## src/rtl/price_read_responder_pkg.sv

```systemverilog
// Shared types and constants for the product price/stock read responder.
package price_read_responder_pkg;

    localparam int unsigned NUM_PRODUCTS = 5;
    localparam int unsigned CODE_W       = 3;
    localparam int unsigned PRICE_W      = 4;
    localparam int unsigned COUNT_W      = 4;

    localparam logic [1:0] LOG_OP_CHANGE_PRICE = 2'b11;
    localparam logic [1:0] LOG_OP_READ         = 2'b01;

    typedef logic [CODE_W-1:0]  code_t;
    typedef logic [PRICE_W-1:0] price_t;
    typedef logic [COUNT_W-1:0] count_t;

    typedef enum logic [1:0] {
        ST_OK       = 2'b00,
        ST_INVALID  = 2'b01,
        ST_SOLD_OUT = 2'b10
    } status_t;

    typedef enum logic [1:0] {
        S_IDLE,
        S_LOOKUP,
        S_RESPOND,
        S_LOG
    } state_t;

    function automatic logic code_valid(input code_t code);
        return 32'(code) < NUM_PRODUCTS;
    endfunction

endpackage

```

## src/rtl/price_read_responder_if.sv

```systemverilog
// Query request/response and machine-log signals between purchase FSM and responder.
interface price_read_responder_if;
    import price_read_responder_pkg::*;

    logic    req_valid;
    logic    req_ready;
    code_t   req_code;
    logic    rsp_valid;
    logic    rsp_ready;
    price_t  rsp_price;
    count_t  rsp_count;
    status_t rsp_status;
    logic    log_valid;
    logic [1:0] log_operator;
    logic    log_param1;
    code_t   log_param2;
    price_t  log_param3;

    modport master (
        output req_valid, req_code, rsp_ready,
        input  req_ready, rsp_valid, rsp_price, rsp_count, rsp_status,
        input  log_valid, log_operator, log_param1, log_param2, log_param3
    );

    modport slave (
        input  req_valid, req_code, rsp_ready,
        output req_ready, rsp_valid, rsp_price, rsp_count, rsp_status,
        output log_valid, log_operator, log_param1, log_param2, log_param3
    );

endinterface

```

## src/rtl/price_read_responder_product_table_store.sv

```systemverilog
// Price/count register file with invalid-code masking and write-through read port.
module product_table_store
    import price_read_responder_pkg::*;
(
    input  logic   clock,
    input  logic   reset_n,
    input  logic   wr_en,
    input  code_t  wr_code,
    input  price_t wr_price,
    input  logic   stk_en,
    input  code_t  stk_code,
    input  count_t stk_count,
    input  code_t  rd_code,
    output logic   rd_hit,
    output price_t rd_price,
    output count_t rd_count
);

    price_t price_mem [NUM_PRODUCTS];
    count_t count_mem [NUM_PRODUCTS];

    // Out-of-range codes never match an entry index, so they fall through untouched.
    always_ff @(posedge clock or negedge reset_n) begin
        if (!reset_n) begin
            for (int unsigned i = 0; i < NUM_PRODUCTS; i++) begin
                price_mem[i] <= '0;
                count_mem[i] <= '0;
            end
        end else begin
            for (int unsigned i = 0; i < NUM_PRODUCTS; i++) begin
                if (wr_en && wr_code == CODE_W'(i))
                    price_mem[i] <= wr_price;
                if (stk_en && stk_code == CODE_W'(i))
                    count_mem[i] <= stk_count;
            end
        end
    end

    always_comb begin
        rd_hit   = 1'b0;
        rd_price = '0;
        rd_count = '0;
        for (int unsigned i = 0; i < NUM_PRODUCTS; i++) begin
            if (rd_code == CODE_W'(i)) begin
                rd_hit   = 1'b1;
                rd_price = (wr_en && wr_code == rd_code) ? wr_price : price_mem[i];
                rd_count = (stk_en && stk_code == rd_code) ? stk_count : count_mem[i];
            end
        end
    end

endmodule

```

## src/rtl/price_read_responder.sv

```systemverilog
// Owns the product table and answers handshaked price queries, logging each one.
module price_read_responder
    import price_read_responder_pkg::*;
#(
    parameter logic [1:0] LOG_OP = LOG_OP_READ
) (
    input  logic   clock,
    input  logic   reset_n,
    input  logic   wr_en,
    input  code_t  wr_code,
    input  price_t wr_price,
    input  logic   stk_en,
    input  code_t  stk_code,
    input  count_t stk_count,
    price_read_responder_if.slave bus
);

    state_t  state, state_next;
    code_t   code_q;
    price_t  price_q;
    count_t  count_q;
    status_t status_q;
    logic    ok_q;
    logic    accept, load_rsp;
    logic    rd_hit;
    price_t  rd_price;
    count_t  rd_count;

    product_table_store u_store (
        .clock     (clock),
        .reset_n   (reset_n),
        .wr_en     (wr_en),
        .wr_code   (wr_code),
        .wr_price  (wr_price),
        .stk_en    (stk_en),
        .stk_code  (stk_code),
        .stk_count (stk_count),
        .rd_code   (code_q),
        .rd_hit    (rd_hit),
        .rd_price  (rd_price),
        .rd_count  (rd_count)
    );

    always_ff @(posedge clock or negedge reset_n) begin
        if (!reset_n)
            state <= S_IDLE;
        else
            state <= state_next;
    end

    // req_ready is gated by reset_n so it drops while reset is held.
    always_comb begin
        state_next    = state;
        bus.req_ready = 1'b0;
        bus.rsp_valid = 1'b0;
        bus.log_valid = 1'b0;
        accept        = 1'b0;
        load_rsp      = 1'b0;
        case (state)
            S_IDLE: begin
                bus.req_ready = reset_n;
                if (bus.req_valid && reset_n) begin
                    accept     = 1'b1;
                    state_next = S_LOOKUP;
                end
            end
            S_LOOKUP: begin
                load_rsp   = 1'b1;
                state_next = S_RESPOND;
            end
            S_RESPOND: begin
                bus.rsp_valid = 1'b1;
                if (bus.rsp_ready)
                    state_next = S_LOG;
            end
            S_LOG: begin
                bus.log_valid = 1'b1;
                state_next    = S_IDLE;
            end
            default: state_next = S_IDLE;
        endcase
    end

    always_ff @(posedge clock or negedge reset_n) begin
        if (!reset_n) begin
            code_q   <= '0;
            price_q  <= '0;
            count_q  <= '0;
            status_q <= ST_OK;
            ok_q     <= 1'b0;
        end else begin
            if (accept)
                code_q <= bus.req_code;
            if (load_rsp) begin
                if (!rd_hit) begin
                    price_q  <= '0;
                    count_q  <= '0;
                    status_q <= ST_INVALID;
                    ok_q     <= 1'b0;
                end else begin
                    price_q  <= rd_price;
                    count_q  <= rd_count;
                    status_q <= (rd_count == '0) ? ST_SOLD_OUT : ST_OK;
                    ok_q     <= (rd_count != '0);
                end
            end
        end
    end

    assign bus.rsp_price    = price_q;
    assign bus.rsp_count    = count_q;
    assign bus.rsp_status   = status_q;
    assign bus.log_operator = LOG_OP;
    assign bus.log_param1   = ok_q;
    assign bus.log_param2   = code_q;
    assign bus.log_param3   = price_q;

endmodule

```

## src/flat_wrapper.sv

```systemverilog
// flat-port wrapper written by rule: the top's interface ports become plain ports
module price_read_responder_flat import price_read_responder_pkg::*;
#(
    parameter logic [1:0] LOG_OP = LOG_OP_READ
)
  (clock, reset_n, wr_en, wr_code, wr_price, stk_en, stk_code, stk_count, bus_req_valid, bus_req_code, bus_rsp_ready, bus_req_ready, bus_rsp_valid, bus_rsp_price, bus_rsp_count, bus_rsp_status, bus_log_valid, bus_log_operator, bus_log_param1, bus_log_param2, bus_log_param3);
  price_read_responder_if bus_i ();
  input  logic clock;
  input  logic reset_n;
  input  logic wr_en;
  input  code_t wr_code;
  input  price_t wr_price;
  input  logic stk_en;
  input  code_t stk_code;
  input  count_t stk_count;
  input wire logic [$bits(bus_i.req_valid)-1:0] bus_req_valid;
  input wire logic [$bits(bus_i.req_code)-1:0] bus_req_code;
  input wire logic [$bits(bus_i.rsp_ready)-1:0] bus_rsp_ready;
  output wire logic [$bits(bus_i.req_ready)-1:0] bus_req_ready;
  output wire logic [$bits(bus_i.rsp_valid)-1:0] bus_rsp_valid;
  output wire logic [$bits(bus_i.rsp_price)-1:0] bus_rsp_price;
  output wire logic [$bits(bus_i.rsp_count)-1:0] bus_rsp_count;
  output wire logic [$bits(bus_i.rsp_status)-1:0] bus_rsp_status;
  output wire logic [$bits(bus_i.log_valid)-1:0] bus_log_valid;
  output wire logic [$bits(bus_i.log_operator)-1:0] bus_log_operator;
  output wire logic [$bits(bus_i.log_param1)-1:0] bus_log_param1;
  output wire logic [$bits(bus_i.log_param2)-1:0] bus_log_param2;
  output wire logic [$bits(bus_i.log_param3)-1:0] bus_log_param3;
  assign bus_i.req_valid = bus_req_valid;
  assign bus_i.req_code = bus_req_code;
  assign bus_i.rsp_ready = bus_rsp_ready;
  assign bus_req_ready = bus_i.req_ready;
  assign bus_rsp_valid = bus_i.rsp_valid;
  assign bus_rsp_price = bus_i.rsp_price;
  assign bus_rsp_count = bus_i.rsp_count;
  assign bus_rsp_status = bus_i.rsp_status;
  assign bus_log_valid = bus_i.log_valid;
  assign bus_log_operator = bus_i.log_operator;
  assign bus_log_param1 = bus_i.log_param1;
  assign bus_log_param2 = bus_i.log_param2;
  assign bus_log_param3 = bus_i.log_param3;
  price_read_responder #(.LOG_OP(LOG_OP)) u_core (.clock(clock), .reset_n(reset_n), .wr_en(wr_en), .wr_code(wr_code), .wr_price(wr_price), .stk_en(stk_en), .stk_code(stk_code), .stk_count(stk_count), .bus(bus_i));
endmodule
```

## config.mk

```make
export PLATFORM = sky130hd
export DESIGN_NAME = price_read_responder_flat
export DESIGN_NICKNAME = d
export VERILOG_FILES = /design/src/rtl/price_read_responder_pkg.sv /design/src/rtl/price_read_responder_if.sv /design/src/rtl/price_read_responder_product_table_store.sv /design/src/rtl/price_read_responder.sv /design/src/flat_wrapper.sv
export SDC_FILE = /design/constraint.sdc
export NUM_CORES = 1
export LEC_CHECK = 0
export CORE_UTILIZATION = 50
export CTS_BUF_LIST = sky130_fd_sc_hd__clkbuf_8
export DETAILED_ROUTE_END_ITERATION = 10
export PLACE_DENSITY = 0.75
export SYNTH_ARGS = -nofsm -noshare
export SYNTH_HDL_FRONTEND = slang
export SYNTH_SLANG_ARGS = --single-unit
```

## constraint.sdc

```tcl
create_clock -name clock -period 4.3 [get_ports clock]
set_input_delay 0.645 -clock clock [delete_from_list [all_inputs] [get_ports clock]]
set_output_delay 0.645 -clock clock [all_outputs]
set_load 0.03 [all_outputs]
```

* Yosys cells after proc, flatten, opt, wreduce, memory -nomap -nowiden *
Index checks and enable logic that the tools add are counted.

word-level totals
  output and inout bits = 23
  bits of input ports = 23
  register bits after elaboration = 56
  logic and storage cells = 94

cells by class
  multiplexer cells = 39
  reduce and logical (&&, ||, !) cells = 20
  equality and inequality tests = 19

operator list
  cell                                                  count
  2-to-1 mux 4 bit                                      22
  equality test 3 x 2 -> 1 bit (second input constant)  6
  logical AND 1 bit                                     13
  2-to-1 mux 1 bit                                      12
  equality test 3 x 1 -> 1 bit (second input constant)  3
  equality test 3 bit (second input constant)           3
  zero test 3 bit                                       3
  2-to-1 mux 2 bit                                      4
  case mux 2 bit (4 select lines)                       1
  equality test 3 bit                                   2
  equality test 2 bit (second input constant)           2
  zero test 4 bit                                       1
  nonzero test 4 bit                                    1
  equality test 2 x 1 -> 1 bit (second input constant)  1
  zero test 2 bit                                       1
  != test 2 x 1 -> 1 bit (second input constant)        1
  != test 2 bit (second input constant)                 1
  AND reduction 2 bit                                   1

* Longest topological paths before layout *
Gate-level depths: netlist (run 1).

  word-level depth = 11
  gate-level depth with buffers = 8
  depth with buffers taken out = 6

* Hierarchy *
Synthesis (run 1) repeated with hierarchy kept, for this count alone.

second synthesis, totals
  cells, all modules = 248
  area, all modules = 2917.8 um^2

modules (own cells, without submodules)
  module                sequential area each (um^2)  area each (um^2)  cells an instance  instances
  product_table_store   1001.0                       2137.0            172                1
  price_read_responder  400.4                        780.7             76                 1

* Worst setup path before layout (run 1) *
No wires, ideal clock.

  path kind = register to register
  start = register u_core.code_q[2], in the netlist u_core.bus.log_param2[2]
  end = register u_core.status_q[1], in the netlist u_core.bus.rsp_status[1]
  data required time = 4234 ps
  slack = 2449 ps
  cell stages (with the launch flop) = 9
  clock period less this slack = 1851 ps
  data arrival time = 1785 ps
  cells stage by stage = dfrtp_1 -> buf_6 -> nand2b_4 -> buf_6 -> o22a_1 -> o221ai_2 -> o21ai_2 -> nor4_2 -> a31o_1

between the ends
  longest elaborated chain between the ends = 11
  elaborated cells on any way between the ends = 25
  classes of those cells = eq/ne: 5; mux: 17; reduce/logical: 3

ends and longest elaborated chain
  element                         line                                            RTL
  start, declared                 price_read_responder.sv:19                      code_t code_q;
  start signal, assigned          price_read_responder.sv:93                      code_q <= bus.req_code;
  equality test 3 bit             price_read_responder_product_table_store.sv:47  rd_count = (stk_en && stk_code == rd_code) ? stk_count : count_mem[i];
  logical AND 1 bit               price_read_responder_product_table_store.sv:47
  2-to-1 mux 4 bit                price_read_responder_product_table_store.sv:47
  2-to-1 mux 4 bit (5 in series)  price_read_responder_product_table_store.sv:44  if (rd_code == CODE_W'(i)) begin
  zero test 4 bit                 price_read_responder.sv:103                     status_q <= (rd_count == '0) ? ST_SOLD_OUT : ST_OK;
  2-to-1 mux 2 bit                price_read_responder.sv:103
  2-to-1 mux 2 bit (*)            price_read_responder.sv:95                      if (!rd_hit) begin
  end signal, assigned            price_read_responder.sv:103
  end, declared                   price_read_responder.sv:22                      status_t status_q;

Mark *: on every way between the ends. The rest lies on a longest branch, timed or not.
A chain may end at the register's enable or synchronous reset.

* Worst setup path after layout (run 1) *
  start = register u_core.code_q[1], in the netlist u_core.bus.log_param2[1]
  end = output port bus_log_param2[1]

RTL lines
  element        line                RTL
  end, declared  flat_wrapper.sv:27  output wire logic [$bits(bus_i.log_param2)-1:0] bus_log_param2;

No word-level cell between the ends.

==> results of run 1 <==
cell type report:
type | count | area share
sequential | 56 | 0.416
timing repair buffer | 44 | 0.128
multi-input combinational | 151 | 0.389
clock inverter | 2 | 0.00334
inverter | 11 | 0.0122
tap | 72 | 0.0267
clock buffer | 6 | 0.0245
cell usage in the layout (no fill, tap or decap), types with 2 or more instances in the layout:
master	instances
a21oi_1	9
a31oi_1	6
a32oi_1	2
and4bb_1	2
clkbuf_8	6
clkdlybuf4s50_1	42
conb_1	2
dfrtp_1	56
ha_1	5
inv_1	12
mux2_2	47
mux2i_1	2
nand2_1	10
nand2b_1	3
nand2b_2	2
nand3b_1	4
nor2_1	2
nor2b_1	2
nor3_1	3
o21ai_0	3
o21ai_1	3
o221ai_1	13
o22ai_1	5
xnor2_1	6
cells in the mapped netlist, types with 4 or more instances:
master / number
nand2_1: 10
ha_1: 5
o22ai_1: 5
buf_4: 6
inv_1: 11
mux2_2: 47
o221ai_1: 13
dfrtp_1: 56
buf_2: 4
a21oi_1: 9
a31oi_1: 6
xnor2_1: 6
nand3b_1: 4
buf_6: 4
stage by stage:
stage	hold WS, ns	instances	power [uW]	util
floorplan	0.349	234	1620	-
global placement	0.484	334	1880	0.595
detailed placement	0.492	334	1900	0.595
CTS	0.512	342	2190	0.612
global route	0.532	342	2320	0.612
finish	0.483	342	2180	0.612
metal layers:
metal / global-route usage / vias up / routed length, um
met4: 0.0604 / 0 / 99
met2: 0.319 / 44 / 2610
li1: - / 925 / -
met3: 0.0388 / 13 / 178
met5: 0 / - / 0
met1: 0.298 / 959 / 2780
worst paths after layout:
| kind | startpoint | endpoint | cells after the start |
|---|---|---|---|
| hold reg to reg | u_core.u_store.price_mem[3]$_DFFE_PN0P_ | u_core.u_store.price_mem[3]$_DFFE_PN0P_ | 1 |
| setup reg to reg | u_core.bus.log_param2[1]$_DFFE_PN0P_ | u_core.bus.rsp_status[1]$_DFFE_PN0N_ | 5 |
| max in group asynchronous | reset_n | u_core.u_store.price_mem[0]$_DFFE_PN0P_ | 2 |
| setup / recovery | u_core.bus.log_param2[1]$_DFFE_PN0P_ | bus_log_param2[1] | 1 |
| min in group clock | u_core.u_store.price_mem[3]$_DFFE_PN0P_ | u_core.u_store.price_mem[3]$_DFFE_PN0P_ | 1 |
| hold / removal | reset_n | u_core.u_store.count_mem[19]$_DFFE_PN0P_ | 2 |
power groups by stage:
stage	logic, uW	clock network (uW)	registers, uW
2_1_floorplan	748	0	875
3_3_place_gp	1010	0	870
3_5_place_dp	1020	0	880
4_1_cts	1020	300	869
5_1_grt	1110	322	896
6_report	1020	298	868
cell families (layout without fill, tap and decap cells):
logic type | count (synthesis) | in the layout | synth area share
compound gates | 47 | 47 | 0.116
other cells | 2 | 2 | 0.00261
simple gates | 40 | 40 | 0.0997
flops | 56 | 56 | 0.488
xor+xnor | 7 | 7 | 0.0213
buf+inv | 27 | 63 | 0.0553
fa+ha+maj | 5 | 5 | 0.0218
mux | 50 | 50 | 0.195
flip-flops by register name (all words and copies together), names as in the netlist:
register,cells
u_core.bus.rsp_count,4
u_core.bus.log_param1,1
u_core.bus.rsp_status,2
u_core.u_store.count_mem,20
u_core.bus.log_param2,3
u_core.state,2
u_core.bus.log_param3,4
u_core.u_store.price_mem,20
==> flow_summary.json, run 1 <==
{
  "required_ns": 3.65,
  "core_area_sq_um": 5510,
  "cts_setup_buffers": 0,
  "max_stage_delay_ns": 1.03,
  "cp.buffers_inverters": 1,
  "rsz0062_at_grt": "no",
  "layout_setup_ws_ns": 1.49,
  "finalCriticalPeriod_ns": 2.81,
  "yosys-top-cells-area": "dfrtp_1, mux2_2, o221ai_1, ha_1, xnor2_1",
  "grt_pass1_vias": 1927,
  "drc": 0,
  "worst_ep_arrival_time_ns": 2.17,
  "die_area_sq_um": 6050,
  "internal-power_uw": 1310,
  "min_path_type": "in2async",
  "ff_latch_area_sq_um": 1400,
  "rrSetupSlack_ns": 1.89,
  "synth_top_area_share": 0.488,
  "crit_chain": "clkdlybuf4s50_1",
  "cts_resized": 0,
  "ys_seq_area_frac": 0.488,
  "cp_top_family": "flip-flops",
  "cts_buffer_depth": 2,
  "diodes": 0,
  "ys_warn_count": 0,
  "synth_top_area_cell": "dfrtp_1",
  "drive_gt1_frac": 0.241,
  "synth_area_sq_um": 2870,
  "max_freq_ghz": 0.356,
  "max-vdd-ir-drop_mv": 0.381,
  "cts_tree": "done",
  "vias": 1941,
  "power.share.switching": 0.402,
  "cts_buffers": 5,
  "syn_nets": 262,
  "synth-async-reset-ratio": 1.00,
  "drtPass1Iterations": 4,
  "ys_ff_latch": 56,
  "drv_slew": 0,
  "slew_headroom": 0.319,
  "ctsHoldBuffers": 0,
  "drv_cap": 0,
  "cp-start-kind": "register",
  "dpl.hpwl_um": 3920,
  "vias_per_cell": 5.68,
  "cp_slowest_cell": "dfrtp_1",
  "clk_pin_slew_worst_paths_ns": 0.10,
  "cts_max_level": 2,
  "gr-usage-all-layers": 0.207,
  "grt_pass1_wl_um": 9730,
  "drt_iter0_markers": 105,
  "clock_latency_ns": 0.31,
  "comb_power_share": 0.467,
  "syn_area_per_cell_sq_um": 12.3,
  "start_util": 0.522,
  "area_growth_pct": 17.4,
  "finalSetupViolations": 0,
  "routedWlPerCell_um": 16.6,
  "critPathMaxFanout": 26,
  "grt-ovfl-total": 0,
  "status": "completed",
  "fin_worst_skew_ns": 0.00751,
  "finalSetupTns_ns": 0,
  "fin_crit_sh": 0.654,
  "final_cell_area_sq_um": 3370,
  "dpl-instance-area_sq_um": 3280,
  "wirelength_um": 5670,
  "synth-edff-count": 0,
  "clkPwrFrac": 0.136,
  "nNetsFinal": 297,
  "ant_nets": 0,
  "post-place-ws_ns": 1.75,
  "hold_viol": 0,
  "p_per_area_nw_per_um2": 648,
  "cts_root_buf": "clkbuf_8",
  "die_h_um": 77.8,
  "syn_inst": 234,
  "synth_cell_types": 46,
  "critPathCaptureType": "output pin",
  "finalWeightedCongestion": 0.767,
  "worst_pin_slew_ns": 1.02,
  "p_seq_frac": 0.397,
  "leakagePower_uw": 0.00138,
  "io_buffers": 43,
  "clock_sinks": 56,
  "fp-row-count": 27,
  "antenna_found_initial": 0,
  "switchingPower_uw": 878,
  "fillCellCount": 459,
  "dieWidth_um": 77.8,
  "criticalPathCategory": "reg2out",
  "multiInputGateArea_sq_um": 1310,
  "synthFlopType": "dfrtp_1",
  "grt_max_degree": 58,
  "io_pins": 46
}
No activity file was read; power rests on OpenSTA's default activity.
==> inputs of run 2 (changes only) <==
- PLACE_DENSITY: 0.75 -> 0.78
- clock period: 4.3 -> 2.3 ns (I/O delays scaled with it)
==> run 2 against run 1 <==
Compared with the run above:
- wire length up 1.8%
- global-route usage increased by 0.34 points
- highest routed layer unchanged
- setup slack got worse by 1.3 ns
- critical endpoint is now bus_rsp_valid
- utilization is 2.4 points higher
==> flow_summary.json, run 2 (same netlist as run 1, synthesis figures left out) <==
{
  "clk_pin_slew_worst_paths_ns": 0.10,
  "die_h_um": 77.8,
  "drt_iter0_markers": 108,
  "vias": 2022,
  "gr-usage-all-layers": 0.211,
  "clock_latency_ns": 0.31,
  "drive_gt1_frac": 0.284,
  "timing.rr.start": "u_core.bus.log_param2[1]$_DFFE_PN0P_",
  "grt_pass1_vias": 2060,
  "grt-ovfl-total": 0,
  "finalWeightedCongestion": 0.827,
  "max-vdd-ir-drop_mv": 0.704,
  "fp-row-count": 27,
  "critPathMaxFanout": 4,
  "ant_nets": 0,
  "fin_worst_skew_ns": 0.00623,
  "core_area_sq_um": 5510,
  "power_uw": 4310,
  "cp-start-kind": "register",
  "nNetsFinal": 312,
  "slew_headroom": 0.544,
  "critPathCaptureType": "output pin",
  "drtPass1Iterations": 4,
  "finalSetupTns_ns": 0,
  "hold_viol": 0,
  "drv_slew": 0,
  "layout_commonest_cell": "dfrtp_1",
  "fin_crit_sh": 0.918,
  "antenna_found_initial": 0,
  "worst_pin_slew_ns": 0.685,
  "cts_max_level": 2,
  "dieWidth_um": 77.8,
  "r2r_end": "u_core.bus.rsp_status[1]$_DFFE_PN0N_",
  "required_ns": 1.96,
  "final_cell_area_sq_um": 3500,
  "p_per_area_nw_per_um2": 1230,
  "final_util": 0.636,
  "rsz0062_at_grt": "no",
  "finalSetupViolations": 0,
  "finalCriticalPeriod_ns": 2.11,
  "drc": 0,
  "io_buffers": 43,
  "cts_root_buf": "clkbuf_8",
  "io_pins": 46,
  "cts_setup_buffers": 0,
  "status": "completed",
  "wirelength_um": 5770,
  "routedWlPerCell_um": 16.2,
  "rrSetupSlack_ns": 0.30,
  "drv_cap": 0,
  "cts_buffer_depth": 2,
  "min_path_type": "in2async",
  "max_freq_ghz": 0.474,
  "dpl.hpwl_um": 4150,
  "mostFrequentLayoutCells": "dfrtp_1, mux2_2, clkdlybuf4s50_1",
  "start_util": 0.522,
  "crit_end": "bus_rsp_valid",
  "grt_max_degree": 57,
  "leakagePower_uw": 0.00147,
  "vias_per_cell": 5.66,
  "dpl-instance-area_sq_um": 3390,
  "worstRegToRegCells": 7,
  "cts_tree": "done",
  "fillCellCount": 418,
  "area_growth_pct": 22.0,
  "reg_top3": "u_core.u_store.count_mem x20, u_core.u_store.price_mem x20",
  "worst_ep_arrival_time_ns": 1.77,
  "criticalPathCategory": "reg2out",
  "clock_sinks": 56,
  "die_area_sq_um": 6050,
  "startpoint": "u_core.state[0]$_DFFE_PN0P_",
  "cts_buffers": 5,
  "diodes": 0,
  "grt_pass1_wl_um": 9890
}
-- run 2: cell count changes in the layout (fill, tap and decap cells not counted), sizes merged --
cell | previous run | this run
dlymetal6s2s | 0 | 1
clkbuf | 6 | 5
bufinv | 0 | 1
clkdlybuf4s50 | 42 | 41
inv | 12 | 11
clkinv | 0 | 1
buf | 2 | 17
-- run 2: layout make-up --
cell class / instances / area (sq um) / share of cell area
clock buffer: 5 / 68.8 / 0.0196
timing repair buffer: 59 / 548 / 0.156
sequential: 56 / 1400 / 0.400
clock inverter: 3 / 42.5 / 0.0121
multi-input combinational: 151 / 1310 / 0.375
inverter: 11 / 41.3 / 0.0118
tap: 72 / 90.1 / 0.0257
-- run 2: repair_timing --
action	4_1_cts	5_1_grt
setup endpoints to repair	0	1
resized for setup	0	1
endpoints found under the hold margin	0	0
hold buffers	0	0
-- run 2: metal layers --
layer	share of wire	vias to the layer above	global-route usage	routed length (um)
li1	-	955	-	-
met1	0.48	1003	0.290	2750
met2	0.48	60	0.347	2790
met3	0.033	4	0.0353	192
met4	0.0059	0	0.0509	34
met5	0	-	0	0
-- run 2: critical path, cell delays in order, from the launching register on --
cell and delay [ns]:
dfrtp_1 0.44, inv_1 0.12, ha_1 0.21, clkdlybuf4s50_1 0.68
-- run 2: worst min-delay path by stage --
stage                                             start                                        to  slack (ns)  depth (start not counted)
2_1_floorplan                                   reset_n         u_core.bus.log_param1$_DFFE_PN0N_        0.05                          0
3_3_place_gp   u_core.u_store.count_mem[19]$_DFFE_PN0P_  u_core.u_store.count_mem[19]$_DFFE_PN0P_        0.48                          1
3_5_place_dp   u_core.u_store.count_mem[16]$_DFFE_PN0P_  u_core.u_store.count_mem[16]$_DFFE_PN0P_        0.49                          1
4_1_cts                                         reset_n   u_core.u_store.price_mem[2]$_DFFE_PN0P_        0.26                          2
5_1_grt                                         reset_n   u_core.u_store.price_mem[0]$_DFFE_PN0P_        0.30                          2
6_report                                        reset_n      u_core.bus.log_param3[2]$_DFFE_PN0N_        0.23                          2
-- run 2: through the flow --
step | cells | hold WS [ns] | setup WS (ns)
finish | 357 | 0.230 | 0.189
global route | 357 | 0.300 | 0.0970
CTS | 357 | 0.261 | 0.0682
detailed placement | 349 | 0.493 | 0.103
global placement | 349 | 0.483 | 0.176
floorplan | 234 | 0.0494 | 0.449
-- run 2: power breakdown --
part,switching [uW],internal (uW),leakage [uW]
combinational,1150,1030,0.000737
clock,320,323,0.0000541
sequential,216,1270,0.000680
==> inputs of run 3 (changes only) <==
- CORE_MARGIN: default -> 10
==> run 3 against run 2 <==
Compared with the run above:
- wire length grew 6.4%
- via count shrank 1.0%
- non-clock buffer count is the same
- sequential share of layout area grew 0.35 points
- maximum frequency shrank 0.45%
- critical path depth shrank 2
- global-route usage shrank 7.1 points
- worst hold slack lost 0.041 ns
- register-to-register slack is essentially flat
- sequential cell count is the same
==> flow_summary.json, run 3 (same netlist as run 1, synthesis figures left out) <==
{
  "drtPass1Iterations": 4,
  "fin_worst_skew_ns": 0.00587,
  "leakagePower_uw": 0.00146,
  "drc": 0,
  "criticalPathCategory": "reg2out",
  "finalCriticalPeriod_ns": 2.12,
  "finalNonFillerCells": 356,
  "worstRegToRegCells": 7,
  "layout_commonest_cell": "dfrtp_1",
  "cts_resized": 0,
  "start_util": 0.519,
  "required_ns": 1.96,
  "reg_top3": "u_core.u_store.count_mem x20, u_core.u_store.price_mem x20",
  "die_h_um": 95.8,
  "drive_gt1_frac": 0.278,
  "grt_pass1_vias": 2077,
  "io_pins": 46,
  "finalSetupViolations": 0,
  "final_util": 0.627,
  "timing.rr.start": "u_core.bus.log_param2[1]$_DFFE_PN0P_",
  "max-vdd-ir-drop_mv": 0.597,
  "dieWidth_um": 95.8,
  "cts_setup_buffers": 0,
  "max_stage_delay_ns": 0.78,
  "clock_latency_ns": 0.31,
  "startpoint": "u_core.bus.log_param2[0]$_DFFE_PN0P_",
  "worst_ep_arrival_time_ns": 1.78,
  "cp_slowest_cell": "clkdlybuf4s50_1",
  "fin_crit_sh": 0.922,
  "vias_per_cell": 5.62,
  "cp-start-kind": "register",
  "min_path_type": "in2async",
  "wirelength_um": 6130,
  "r2r_end": "u_core.bus.log_param1$_DFFE_PN0N_",
  "vias": 2001,
  "slew_headroom": 0.532,
  "cts_max_level": 2,
  "gr-usage-all-layers": 0.140,
  "critPathCaptureType": "output pin",
  "cts_buffers": 5,
  "clk_pin_slew_worst_paths_ns": 0.09,
  "critPathMaxFanout": 14,
  "diodes": 0,
  "crit_chain": "clkdlybuf4s50_1",
  "dp_cells": 349,
  "power_uw": 4170,
  "core_area_sq_um": 5540,
  "finalWeightedCongestion": 0.803,
  "cts_tree": "done",
  "grt-ovfl-total": 0,
  "cts_root_buf": "clkbuf_8",
  "area_growth_pct": 20.9,
  "io_buffers": 43,
  "die_area_sq_um": 9180,
  "drt_iter0_markers": 111,
  "grt_max_degree": 57,
  "ant_nets": 0,
  "finalSetupTns_ns": 0,
  "hold_viol": 0,
  "rsz0062_at_grt": "no",
  "drv_slew": 0,
  "drv_cap": 0,
  "fp-row-count": 27,
  "rrSetupSlack_ns": 0.30,
  "routedWlPerCell_um": 17.2,
  "clock_sinks": 56,
  "status": "completed",
  "antenna_found_initial": 0,
  "cts_buffer_depth": 2,
  "grt_pass1_wl_um": 10100,
  "dpl.hpwl_um": 4610,
  "mostFrequentLayoutCells": "dfrtp_1, mux2_2, clkdlybuf4s50_1",
  "nNetsFinal": 312,
  "cp_top_family": "buffers and inverters",
  "cp.buffers_inverters": 1,
  "worst_pin_slew_ns": 0.701,
  "ctsHoldBuffers": 0,
  "p_per_area_nw_per_um2": 1200,
  "max_freq_ghz": 0.472
}
-- run 3: where the power goes --
part	total (uW)	switching [uW]	internal [uW]
logic	2130	1110	1020
registers	1520	249	1270
clock network	517	308	209
total	4170	1670	2500
-- run 3: through the flow --
stage,cell area (sq um),worst slack (ns),hold WS (ns)
2_1_floorplan,2870,0.449,0.0494
3_3_place_gp,3390,0.187,0.480
4_1_cts,3470,0.0904,0.228
3_5_place_dp,3390,0.132,0.486
5_1_grt,3470,0.0739,0.263
6_report,3470,0.180,0.189
-- run 3: worst reg2reg max path: cells and delay by family (launching register included) --
kind	cells	cell delay [ns]
buffers and inverters	1	0.26
AND/OR/NAND/NOR	2	0.42
flip-flops	1	0.56
AO/OA/AOI/OAI	4	0.63
-- run 3: worst max path at each step --
| stage | to | cells past startpoint | slack [ns] |
|---|---|---|---|
| floorplan | u_core.bus.rsp_status[1]$_DFFE_PN0N_ | 8 | 0.45 |
| finish | bus_log_param2[0] | 1 | 0.18 |
| CTS | bus_req_ready | 4 | 0.09 |
| global route | bus_rsp_valid | 3 | 0.07 |
| global placement | u_core.bus.log_param1$_DFFE_PN0N_ | 7 | 0.19 |
| detailed placement | u_core.bus.log_param1$_DFFE_PN0N_ | 7 | 0.13 |
-- run 3: routing by layer --
layer / track usage / vias up / share of wire
met4: 0.0602 / 0 / 0.015
met1: 0.171 / 991 / 0.44
met3: 0.0233 / 8 / 0.054
met5: 0 / - / 0
li1: - / 957 / -
met2: 0.237 / 45 / 0.49
-- run 3: cell type report --
cell class                      instances  area, sq um
Clock buffer                            5         68.8
Clock inverter                          2         12.5
Fill cell                             453         2070
Inverter                               11         41.3
Multi-Input combinational cell        151         1310
Sequential cell                        56         1400
Tap cell                               72         90.1
Timing Repair Buffer                   59          548
